==> config.mk <==
export PLATFORM = sky130hd
export DESIGN_NAME = sram_axi_bridge_flat
export DESIGN_NICKNAME = d
export VERILOG_FILES = /design/src/rtl/axi_pkg.sv /design/src/rtl/sram_axi_bridge_if.sv /design/src/rtl/sram_wstrb_gen.sv /design/src/rtl/sram_axi_bridge.sv /design/src/flat_wrapper.sv
export SDC_FILE = /design/constraint.sdc
export NUM_CORES = 1
export LEC_CHECK = 0
export CORE_MARGIN = 2
export CORE_UTILIZATION = 37
export CTS_CLUSTER_DIAMETER = 50
export DETAILED_ROUTE_END_ITERATION = 12
export GPL_TIMING_DRIVEN = 0
export PLACE_DENSITY = 0.8
export REMOVE_ABC_BUFFERS = 1
export SYNTH_ARGS = -nofsm -noshare
export SYNTH_HDL_FRONTEND = slang
export SYNTH_SLANG_ARGS = --single-unit
==> constraint.sdc <==
create_clock -name clk -period 1.84 [get_ports clk]
set_clock_uncertainty 0.05 [all_clocks]
set_input_delay 0.368 -clock clk [delete_from_list [all_inputs] [get_ports clk]]
set_output_delay 0.368 -clock clk [all_outputs]
set_load 0.02 [all_outputs]
==> src/rtl/axi_pkg.sv <==
// Shared AXI tie-off constants, transfer size codes and bridge FSM encoding.
package axi_pkg;

  localparam logic [3:0] AXI_ID         = 4'd0;
  localparam logic [7:0] AXI_LEN        = 8'd0;
  localparam logic [2:0] AXI_SIZE_UNUSED = 3'd0;
  localparam logic [1:0] AXI_BURST_INCR = 2'b01;
  localparam logic [1:0] AXI_LOCK       = 2'b00;
  localparam logic [3:0] AXI_CACHE      = 4'b0000;
  localparam logic [2:0] AXI_PROT       = 3'b000;

  localparam logic [1:0] SIZE_BYTE = 2'd0;
  localparam logic [1:0] SIZE_HALF = 2'd1;
  localparam logic [1:0] SIZE_WORD = 2'd2;

  typedef enum logic [2:0] {
    StIdle = 3'd0,
    StAr   = 3'd1,
    StR    = 3'd2,
    StAwW  = 3'd3,
    StB    = 3'd4
  } bridge_state_e;

endpackage

==> src/rtl/sram_axi_bridge_if.sv <==
// Cache-side sram-like bus and SoC-side single-beat AXI bus.
interface sram_if #(
  parameter int unsigned ADDR_WIDTH = 32,
  parameter int unsigned DATA_WIDTH = 32
);
  logic                  cache_req;
  logic                  cache_wr;
  logic [1:0]            cache_size;
  logic [ADDR_WIDTH-1:0] cache_addr;
  logic [DATA_WIDTH-1:0] cache_wdata;
  logic [DATA_WIDTH-1:0] cache_rdata;
  logic                  cache_addr_ok;
  logic                  cache_data_ok;

  modport master (
    output cache_req, cache_wr, cache_size, cache_addr, cache_wdata,
    input  cache_rdata, cache_addr_ok, cache_data_ok
  );
  modport slave (
    input  cache_req, cache_wr, cache_size, cache_addr, cache_wdata,
    output cache_rdata, cache_addr_ok, cache_data_ok
  );
endinterface

interface axi_if #(
  parameter int unsigned ADDR_WIDTH = 32,
  parameter int unsigned DATA_WIDTH = 32
);
  logic [3:0]              arid, awid;
  logic [7:0]              arlen, awlen;
  logic [1:0]              arburst, awburst, arlock, awlock;
  logic [3:0]              arcache, awcache;
  logic [2:0]              arprot, awprot;
  logic [ADDR_WIDTH-1:0]   araddr, awaddr;
  logic [2:0]              arsize, awsize;
  logic                    arvalid, arready;
  logic [DATA_WIDTH-1:0]   rdata, wdata;
  logic [1:0]              rresp, bresp;
  logic                    rvalid, rready;
  logic                    awvalid, awready;
  logic [DATA_WIDTH/8-1:0] wstrb;
  logic                    wlast, wvalid, wready;
  logic                    bvalid, bready;

  modport master (
    output arid, arlen, arburst, arlock, arcache, arprot, araddr, arsize, arvalid,
    output awid, awlen, awburst, awlock, awcache, awprot, awaddr, awsize, awvalid,
    output rready, wdata, wstrb, wlast, wvalid, bready,
    input  arready, rdata, rresp, rvalid, awready, wready, bresp, bvalid
  );
  modport slave (
    input  arid, arlen, arburst, arlock, arcache, arprot, araddr, arsize, arvalid,
    input  awid, awlen, awburst, awlock, awcache, awprot, awaddr, awsize, awvalid,
    input  rready, wdata, wstrb, wlast, wvalid, bready,
    output arready, rdata, rresp, rvalid, awready, wready, bresp, bvalid
  );
endinterface

==> src/rtl/sram_wstrb_gen.sv <==
// Byte-lane strobe decode from transfer size and low address bits (32-bit bus).
module sram_wstrb_gen
  import axi_pkg::*;
(
  input  logic [1:0] size,
  input  logic [1:0] offset,
  output logic [3:0] wstrb
);

  always_comb begin
    wstrb = 4'b1111;
    case (size)
      SIZE_BYTE: wstrb = 4'b0001 << offset;
      SIZE_HALF: wstrb = offset[1] ? 4'b1100 : 4'b0011;
      default:   wstrb = 4'b1111;
    endcase
  end

endmodule

==> src/rtl/sram_axi_bridge.sv <==
// sram-like cache responder issuing one single-beat AXI read or write at a time.
module sram_axi_bridge
  import axi_pkg::*;
#(
  parameter int unsigned ADDR_WIDTH = 32,
  parameter int unsigned DATA_WIDTH = 32
) (
  input  logic   clk,
  input  logic   resetn,
  sram_if.slave  cache,
  axi_if.master  axi
);

  bridge_state_e         state_q, state_d;
  logic [ADDR_WIDTH-1:0] addr_q, addr_d;
  logic [1:0]            size_q, size_d;
  logic [DATA_WIDTH-1:0] wdata_q, wdata_d;
  logic [3:0]            wstrb_q, wstrb_d;
  logic [DATA_WIDTH-1:0] rdata_q, rdata_d;
  logic                  data_ok_q, data_ok_d;
  logic                  aw_done_q, aw_done_d;
  logic                  w_done_q, w_done_d;
  logic [3:0]            req_wstrb;
  logic                  addr_ok;
  logic                  unused_resp;

  // Error responses are deliberately not reported back to the cache.
  assign unused_resp = ^{axi.rresp, axi.bresp};

  sram_wstrb_gen u_wstrb_gen (
    .size   (cache.cache_size),
    .offset (cache.cache_addr[1:0]),
    .wstrb  (req_wstrb)
  );

  assign addr_ok = cache.cache_req && (state_q == StIdle);

  always_comb begin
    state_d   = state_q;
    addr_d    = addr_q;
    size_d    = size_q;
    wdata_d   = wdata_q;
    wstrb_d   = wstrb_q;
    rdata_d   = rdata_q;
    data_ok_d = 1'b0;
    aw_done_d = aw_done_q;
    w_done_d  = w_done_q;
    unique case (state_q)
      StIdle: begin
        if (addr_ok) begin
          addr_d    = cache.cache_addr;
          size_d    = cache.cache_size;
          wdata_d   = cache.cache_wdata;
          wstrb_d   = req_wstrb;
          aw_done_d = 1'b0;
          w_done_d  = 1'b0;
          state_d   = cache.cache_wr ? StAwW : StAr;
        end
      end
      StAr: if (axi.arready) state_d = StR;
      StR: begin
        if (axi.rvalid) begin
          rdata_d   = axi.rdata;
          data_ok_d = 1'b1;
          state_d   = StIdle;
        end
      end
      StAwW: begin
        aw_done_d = aw_done_q | axi.awready;
        w_done_d  = w_done_q | axi.wready;
        if (aw_done_d && w_done_d) state_d = StB;
      end
      StB: begin
        if (axi.bvalid) begin
          data_ok_d = 1'b1;
          state_d   = StIdle;
        end
      end
      default: state_d = StIdle;
    endcase
  end

  always_ff @(posedge clk or negedge resetn) begin
    if (!resetn) begin
      state_q   <= StIdle;
      addr_q    <= '0;
      size_q    <= '0;
      wdata_q   <= '0;
      wstrb_q   <= '0;
      rdata_q   <= '0;
      data_ok_q <= 1'b0;
      aw_done_q <= 1'b0;
      w_done_q  <= 1'b0;
    end else begin
      state_q   <= state_d;
      addr_q    <= addr_d;
      size_q    <= size_d;
      wdata_q   <= wdata_d;
      wstrb_q   <= wstrb_d;
      rdata_q   <= rdata_d;
      data_ok_q <= data_ok_d;
      aw_done_q <= aw_done_d;
      w_done_q  <= w_done_d;
    end
  end

  assign cache.cache_addr_ok = addr_ok;
  assign cache.cache_data_ok = data_ok_q;
  assign cache.cache_rdata   = rdata_q;

  // Valids decode straight from state so an async reset drops them at once.
  assign axi.arvalid = (state_q == StAr);
  assign axi.rready  = (state_q == StR);
  assign axi.awvalid = (state_q == StAwW) && !aw_done_q;
  assign axi.wvalid  = (state_q == StAwW) && !w_done_q;
  assign axi.bready  = (state_q == StB);

  assign axi.araddr  = addr_q;
  assign axi.awaddr  = addr_q;
  assign axi.arsize  = {1'b0, size_q};
  assign axi.awsize  = {1'b0, size_q};
  assign axi.wdata   = wdata_q;
  assign axi.wstrb   = wstrb_q;
  assign axi.wlast   = 1'b1;

  assign axi.arid    = AXI_ID;
  assign axi.awid    = AXI_ID;
  assign axi.arlen   = AXI_LEN;
  assign axi.awlen   = AXI_LEN;
  assign axi.arburst = AXI_BURST_INCR;
  assign axi.awburst = AXI_BURST_INCR;
  assign axi.arlock  = AXI_LOCK;
  assign axi.awlock  = AXI_LOCK;
  assign axi.arcache = AXI_CACHE;
  assign axi.awcache = AXI_CACHE;
  assign axi.arprot  = AXI_PROT;
  assign axi.awprot  = AXI_PROT;

endmodule

==> src/flat_wrapper.sv <==
// flat-port wrapper written by rule: the top's interface ports become plain ports
module sram_axi_bridge_flat import axi_pkg::*;
#(
  parameter int unsigned ADDR_WIDTH = 32,
  parameter int unsigned DATA_WIDTH = 32
)
  (clk, resetn, cache_cache_req, cache_cache_wr, cache_cache_size, cache_cache_addr, cache_cache_wdata, cache_cache_rdata, cache_cache_addr_ok, cache_cache_data_ok, axi_arid, axi_arlen, axi_arburst, axi_arlock, axi_arcache, axi_arprot, axi_araddr, axi_arsize, axi_arvalid, axi_awid, axi_awlen, axi_awburst, axi_awlock, axi_awcache, axi_awprot, axi_awaddr, axi_awsize, axi_awvalid, axi_rready, axi_wdata, axi_wstrb, axi_wlast, axi_wvalid, axi_bready, axi_arready, axi_rdata, axi_rresp, axi_rvalid, axi_awready, axi_wready, axi_bresp, axi_bvalid);
  sram_if #(.ADDR_WIDTH(ADDR_WIDTH), .DATA_WIDTH(DATA_WIDTH)) cache_i ();
  axi_if #(.ADDR_WIDTH(ADDR_WIDTH), .DATA_WIDTH(DATA_WIDTH)) axi_i ();
  input  logic clk;
  input  logic resetn;
  input wire logic [$bits(cache_i.cache_req)-1:0] cache_cache_req;
  input wire logic [$bits(cache_i.cache_wr)-1:0] cache_cache_wr;
  input wire logic [$bits(cache_i.cache_size)-1:0] cache_cache_size;
  input wire logic [$bits(cache_i.cache_addr)-1:0] cache_cache_addr;
  input wire logic [$bits(cache_i.cache_wdata)-1:0] cache_cache_wdata;
  output wire logic [$bits(cache_i.cache_rdata)-1:0] cache_cache_rdata;
  output wire logic [$bits(cache_i.cache_addr_ok)-1:0] cache_cache_addr_ok;
  output wire logic [$bits(cache_i.cache_data_ok)-1:0] cache_cache_data_ok;
  output wire logic [$bits(axi_i.arid)-1:0] axi_arid;
  output wire logic [$bits(axi_i.arlen)-1:0] axi_arlen;
  output wire logic [$bits(axi_i.arburst)-1:0] axi_arburst;
  output wire logic [$bits(axi_i.arlock)-1:0] axi_arlock;
  output wire logic [$bits(axi_i.arcache)-1:0] axi_arcache;
  output wire logic [$bits(axi_i.arprot)-1:0] axi_arprot;
  output wire logic [$bits(axi_i.araddr)-1:0] axi_araddr;
  output wire logic [$bits(axi_i.arsize)-1:0] axi_arsize;
  output wire logic [$bits(axi_i.arvalid)-1:0] axi_arvalid;
  output wire logic [$bits(axi_i.awid)-1:0] axi_awid;
  output wire logic [$bits(axi_i.awlen)-1:0] axi_awlen;
  output wire logic [$bits(axi_i.awburst)-1:0] axi_awburst;
  output wire logic [$bits(axi_i.awlock)-1:0] axi_awlock;
  output wire logic [$bits(axi_i.awcache)-1:0] axi_awcache;
  output wire logic [$bits(axi_i.awprot)-1:0] axi_awprot;
  output wire logic [$bits(axi_i.awaddr)-1:0] axi_awaddr;
  output wire logic [$bits(axi_i.awsize)-1:0] axi_awsize;
  output wire logic [$bits(axi_i.awvalid)-1:0] axi_awvalid;
  output wire logic [$bits(axi_i.rready)-1:0] axi_rready;
  output wire logic [$bits(axi_i.wdata)-1:0] axi_wdata;
  output wire logic [$bits(axi_i.wstrb)-1:0] axi_wstrb;
  output wire logic [$bits(axi_i.wlast)-1:0] axi_wlast;
  output wire logic [$bits(axi_i.wvalid)-1:0] axi_wvalid;
  output wire logic [$bits(axi_i.bready)-1:0] axi_bready;
  input wire logic [$bits(axi_i.arready)-1:0] axi_arready;
  input wire logic [$bits(axi_i.rdata)-1:0] axi_rdata;
  input wire logic [$bits(axi_i.rresp)-1:0] axi_rresp;
  input wire logic [$bits(axi_i.rvalid)-1:0] axi_rvalid;
  input wire logic [$bits(axi_i.awready)-1:0] axi_awready;
  input wire logic [$bits(axi_i.wready)-1:0] axi_wready;
  input wire logic [$bits(axi_i.bresp)-1:0] axi_bresp;
  input wire logic [$bits(axi_i.bvalid)-1:0] axi_bvalid;
  assign cache_i.cache_req = cache_cache_req;
  assign cache_i.cache_wr = cache_cache_wr;
  assign cache_i.cache_size = cache_cache_size;
  assign cache_i.cache_addr = cache_cache_addr;
  assign cache_i.cache_wdata = cache_cache_wdata;
  assign cache_cache_rdata = cache_i.cache_rdata;
  assign cache_cache_addr_ok = cache_i.cache_addr_ok;
  assign cache_cache_data_ok = cache_i.cache_data_ok;
  assign axi_arid = axi_i.arid;
  assign axi_arlen = axi_i.arlen;
  assign axi_arburst = axi_i.arburst;
  assign axi_arlock = axi_i.arlock;
  assign axi_arcache = axi_i.arcache;
  assign axi_arprot = axi_i.arprot;
  assign axi_araddr = axi_i.araddr;
  assign axi_arsize = axi_i.arsize;
  assign axi_arvalid = axi_i.arvalid;
  assign axi_awid = axi_i.awid;
  assign axi_awlen = axi_i.awlen;
  assign axi_awburst = axi_i.awburst;
  assign axi_awlock = axi_i.awlock;
  assign axi_awcache = axi_i.awcache;
  assign axi_awprot = axi_i.awprot;
  assign axi_awaddr = axi_i.awaddr;
  assign axi_awsize = axi_i.awsize;
  assign axi_awvalid = axi_i.awvalid;
  assign axi_rready = axi_i.rready;
  assign axi_wdata = axi_i.wdata;
  assign axi_wstrb = axi_i.wstrb;
  assign axi_wlast = axi_i.wlast;
  assign axi_wvalid = axi_i.wvalid;
  assign axi_bready = axi_i.bready;
  assign axi_i.arready = axi_arready;
  assign axi_i.rdata = axi_rdata;
  assign axi_i.rresp = axi_rresp;
  assign axi_i.rvalid = axi_rvalid;
  assign axi_i.awready = axi_awready;
  assign axi_i.wready = axi_wready;
  assign axi_i.bresp = axi_bresp;
  assign axi_i.bvalid = axi_bvalid;
  sram_axi_bridge #(.ADDR_WIDTH(ADDR_WIDTH), .DATA_WIDTH(DATA_WIDTH)) u_core (.clk(clk), .resetn(resetn), .cache(cache_i), .axi(axi_i));
endmodule
# After elaboration in Yosys (flattened, before gate mapping)

Index checks and enable logic that the tools add are counted.
Widths: inputs -> output; s select.

Bits in registers: 108
Bits in latches: 0
RAM bits: 0
Bits in read-only memories: 0
Input port bits: 111
Output and inout port bits: 192
Logic and storage cells: 50
Memories: 0

Add/subtract/negate cells: 0
$mul: 0
Divide/modulo/power cells: 0
Magnitude comparators: 0
Equality and inequality tests: 10
Shifts and indexed selects: 1
Mux-type cells: 15
Bitwise gates (word level): 2
Reductions and logical operators: 13

Operators with widths:

| cell                | number |
|---|---|
| $mux 3              | 5 |
| $pmux 3 s5          | 1 |
| $ne 2x1->1 const B  | 4 |
| $pmux 4 s2          | 1 |
| $eq 3x2->1 const B  | 2 |
| $pmux 1 s2          | 3 |
| $reduce_and 2->1    | 3 |
| $reduce_and 5->1    | 1 |
| $logic_and 1x1->1   | 4 |
| $mux 4              | 1 |
| $shl 1x2->4 const A | 1 |
| $eq 3x1->1 const B  | 1 |
| $eq 3x3->1 const B  | 1 |
| $logic_not 3->1     | 1 |
| $mux 1              | 3 |
| $eq 2x1->1 const B  | 1 |
| $logic_not 1->1     | 2 |
| $logic_not 2->1     | 1 |
| $mux 2              | 1 |
| $ne 2x2->1 const B  | 1 |
| $or 1x1->1          | 2 |
| $reduce_bool 2->1   | 1 |

# Longest topological paths before layout

Depth in word-level cells: 4
Depth in mapped cells: 6
Gate-level depth less buffers: 3

# Modules after synthesis

From an unflattened synthesis, not the netlist that was laid out.

Cells, all modules: 345
Area total of the unflattened synthesis: 5177.5 um^2

Modules (own cells, without submodules):

| module          | instances | cells an instance | area an instance (um^2) | sequential area each (um^2) |
|---|---|---|---|---|
| sram_axi_bridge | 1         | 338               | 5133.7                  | 2702.6 |
| sram_wstrb_gen  | 1         | 7                 | 43.8                    | 0.0 |

# Worst setup path before layout

No wires, ideal clock.

Kind: flip-flop to flip-flop
Start: reg u_core.state_q[0]
End: reg u_core.state_q[1]
Library setup time: 0.129 ns
Arrival: 1.489 ns
Required time: 1.661 ns
Path slack: 0.172 ns
Stages on the path, launching flop included: 5
Path buffers: 1
Period minus slack after synthesis: 1.668 ns
Cell sequence: dfrtp_1 -> buf_2 -> nor3b_1 -> a22o_1 -> a31oi_1

Elaborated cells between the ends (all ways): 13
Classes of those cells: eq/ne (9); mux (1); reduce/logical (3)

RTL lines:

| item                       | line                  | source |
|---|---|---|
| from (decl)                | sram_axi_bridge.sv:14 | `bridge_state_e state_q, state_d;` |
| from (signal assigned)     | sram_axi_bridge.sv:85 | `state_q <= StIdle;` |
| from (signal assigned)     | sram_axi_bridge.sv:95 | `state_q <= state_d;` |
| $eq 3x3->1 (*)             | --                    |  |
| named net axi_bready       | flat_wrapper.sv:43    | `output wire logic [$bits(axi_i.bready)-1:0] axi_bready;` |
| $ne 2x1->1 (no line)       | --                    |  |
| $reduce_and 5->1 (no line) | --                    |  |

Mark *: on every way through the listed nets, which the timed path passes. The rest lies on a longest branch.
A chain may end at the register's enable or synchronous reset.

# Worst setup path after layout

Start: reg u_core.state_q[1]
End: out cache_cache_addr_ok

Word-level cells in the longest chain between the ends: 2

RTL lines:

| item              | line                  | source |
|---|---|---|
| $logic_not 3->1   | sram_axi_bridge.sv:36 | `assign addr_ok = cache.cache_req && (state_q == StIdle);` |
| $logic_and 1x1->1 | sram_axi_bridge.sv:36 |  |
| to (decl)         | flat_wrapper.sv:18    | `output wire logic [$bits(cache_i.cache_addr_ok)-1:0] cache_cache_addr_ok;` |

Every way passes these cells.

==> flow_summary_export.csv <==
group,metric,value,unit
status,status,"complete, but fails checks",
status,violations,"setup timing",
cts,cts_max_level,3,
worst_setup_path,critPathKind,"flip-flop to primary output",
worst_setup_path,arrival,1450,ps
final_layout,postLayoutCellArea,0.00761,mm²
sta,post-route-period-util,102,%
final_layout,diodes,0,
place,dpl_cell_area,0.00704,mm²
sta,drv_slew,0,
worst_setup_path,ff2ff_setup_slack,0,ps
route,wl_per_cell,16.4,µm
sta,worst_pin_slew,711,ps
cts,cts.clk_slew.worst_paths,70,ps
final_layout,nets,689,
final_layout,register_area,0.00271,mm²
global_route,grt_overflow_total,0,
global_route,grt_first_pass_wirelength,19300,µm
worst_setup_path,rr_worst_depth,6,
place,gp_congestion,0.835,
sta,fin_crit,1870,ps
route,vias_per_cell,4.43,
final_layout,syn_to_final_growth,59.5,%
place,numPortBuffers,249,
cts,clock_latency,340,ps
place,dp_hpwl,8940,µm
cts,clk_path_buf_depth,2,
die,rows,41,
global_route,grt_pass1_vias,3535,
synth,synth_top_area_share,56.6,%
die,core,0.0126,mm²
route,drc_errors,0,
pwr,p_total,14.7,mW
global_route,antenna_found_initial,0,
route,drtAntennaViolNets,0,
worst_setup_path,cp_max_fo,5,
final_layout,final_util,60.3,%
cts,numCtsBuffers,9,
synth,synthXorXnorAreaFrac,0,%
die,start_util,37.8,%
synth,ys_seq_area_share,56.6,%
synth,synth_seq_cells,108,
sta,finalSetupViolCount,2,
synth,synth_top_family_by_area,"multiplexers",
sta,timing.fmax,535,MHz
worst_setup_path,reg2reg_to,"u_core.axi.araddr[19]$_DFFE_PN0P_",
final_layout,fillCellCount,1024,
die,num_io_pins,303,
die,die_y,118,µm
cts,cts_root_buf,"clkbuf_16",
sta,relSlewSlack,52.6,%
pwr,ir_drop,1.09,mV
synth,synth_compound_area_share,2.12,%
worst_setup_path,required,1420,ps
synth,netlist_area,0.00477,mm²
cts,clock-sinks,108,
cts,tritoncts,"built",
worst_setup_path,cp-startpoint,"u_core.state_q[1]$_DFFE_PN0P_",
synth,netlist_instances,348,
sta,hold_viol,0,
synth,synth_cell_types,27,
die,die_w,118,µm
worst_setup_path,r2r-start,"u_core.state_q[1]$_DFFE_PN0P_",
route,routed_wl,12400,µm
synth,synthSimpleGateAreaFrac,2.75,%
synth,synth_top_area_cell,"dfrtp_1",
sta,grt_setup_unrepaired,"yes",
route,drtPass1Iterations,4,
final_layout,drive_gt1_share,23.6,%
synth,ys_top_cells_by_area,"dfrtp_1 (57%), mux2_2 (21%), buf_4 (13%), mux2_1 (1.9%), buf_2 (1.2%)",
final_layout,multiInputGateArea,0.00163,mm²
hold_path,hold_class,"primary input to asynchronous set/reset pin",
sta,fin_ws,-27.6,ps
route,vias,3336,
synth,avgSynthCellArea,13.7,µm²
synth,synth_adder_area_share,0,%
worst_setup_path,endpoint,"cache_cache_addr_ok",
cts,holdBufCountCts,0,
global_route,grtUsageTotal,17.7,%
pwr,total_leakage_power,3.26,nW
die,dieArea,0.0138,mm²
route,drt_iter0_drc,135,
pwr,power_density,1930,mW/mm²
worst_setup_path,crit_path_end_kind,"primary output",
synth,yosysWarnings,0,
flow_run,max_cap_violations,0,
worst_setup_path,critPathLaunchType,"flip-flop",
global_route,grt_max_degree,57,
synth,synthMuxAreaShare,23.3,%
[worst max-delay path, stage by stage, from the launching register on]
cell	delay, ps
dfrtp_2	470
nor4b_4	370
buf_6	170
buf_6	110
[synthesized netlist by cell type, drive strengths merged]
cell,instances
a21o,1
a21oi,10
a22o,1
a31oi,1
and2,1
and3,1
and3b,1
buf,97
conb,2
dfrtp,108
inv,3
mux2,98
mux2i,1
nand2,1
nand2b,2
nand3b,2
nor2,11
nor3b,1
nor4b,1
o21ai,1
o22ai,1
o2bb2ai,1
o311ai,1
or2,1
[metrics by stage]
step / instances / hold WS, ps / setup slack, ps / TNS (ps)
floorplan: 298 / 22.4 / -1870 / -142290
global placement: 719 / 418 / -3900 / -646340
detailed placement: 725 / 425 / -889 / -60180
CTS: 747 / 53.3 / -110 / -207
global route: 753 / 98.5 / -90.8 / -1390
finish: 753 / 34.2 / -27.6 / -32.2
[layer usage]
layer	vias to the layer above	GRT usage [%]	wire, µm
met2	162	32.1	6670
met3	22	4.70	862
met1	1658	19.4	4570
met5	-	0	0
met4	0	7.45	257
li1	1494	-	-
[cell type report]
type | instances | share of cell area, %
sequential | 108 | 35.6
tap | 172 | 2.83
inverter | 3 | 0.148
clock buffer | 12 | 3.24
clock inverter | 2 | 0.789
timing repair buffer | 269 | 36.0
multi-input combinational | 187 | 21.4
[how the worst min path moves through the flow]
stage                                           from                                        to  depth (start not counted)
floorplan                                     resetn              u_core.aw_done_q$_DFFE_PN0P_                          0
global placement    u_core.axi.wdata[16]$_DFFE_PN0P_          u_core.axi.wdata[16]$_DFFE_PN0P_                          1
detailed placement                            resetn  u_core.cache.cache_rdata[19]$_DFFE_PN0P_                          1
CTS                                           resetn         u_core.axi.araddr[31]$_DFFE_PN0P_                          1
global route                                  resetn  u_core.cache.cache_rdata[22]$_DFFE_PN0P_                          1
finish                                        resetn  u_core.cache.cache_rdata[16]$_DFFE_PN0P_                          1
[placed cells by master, fill, tap and decap left out, types with 3 or more instances in the layout]
cell and n:
a21oi_1 10, buf_12 4, buf_4 12, buf_6 5, clkbuf_16 9, clkdlybuf4s50_1 242
conb_1 49, dfrtp_1 105, dfrtp_2 3, inv_1 3, mux2_1 8, mux2_2 68
mux2_4 22, nor2_1 10
[cell families after synthesis]
kind of cell           after synthesis
flip-flops                         108
buffers and inverters              100
multiplexers                        99
AND/OR/NAND/NOR                     22
AO/OA/AOI/OAI                       17
other                                2
[registers in the layout (all words and copies together) (netlist names)]
register,cells
u_core.axi.wstrb,4
u_core.size_q,2
u_core.state_q,3
u_core.w_done_q,1
u_core.axi.wdata,32
u_core.aw_done_q,1
u_core.cache.cache_rdata,32
u_core.cache.cache_data_ok,1
u_core.axi.araddr,32
[repair_timing]
| item | CTS | global route |
|---|---|---|
| setup buffers | 8 | 6 |
| cloned | 1 | 0 |
| setup endpoints to repair | 105 | 70 |
| resized for setup | 46 | 22 |
| endpoints found under the hold margin | 0 | 0 |
| pin swaps | 1 | 3 |
[power breakdown]
| group | switching, mW | internal [mW] |
|---|---|---|
| Sequential | 0.811 | 3.59 |
| Combinational | 3.80 | 4.46 |
| Clock | 0.799 | 1.22 |
| Total | 5.41 | 9.27 |
Note: power is estimated with default switching activity, not from simulation.
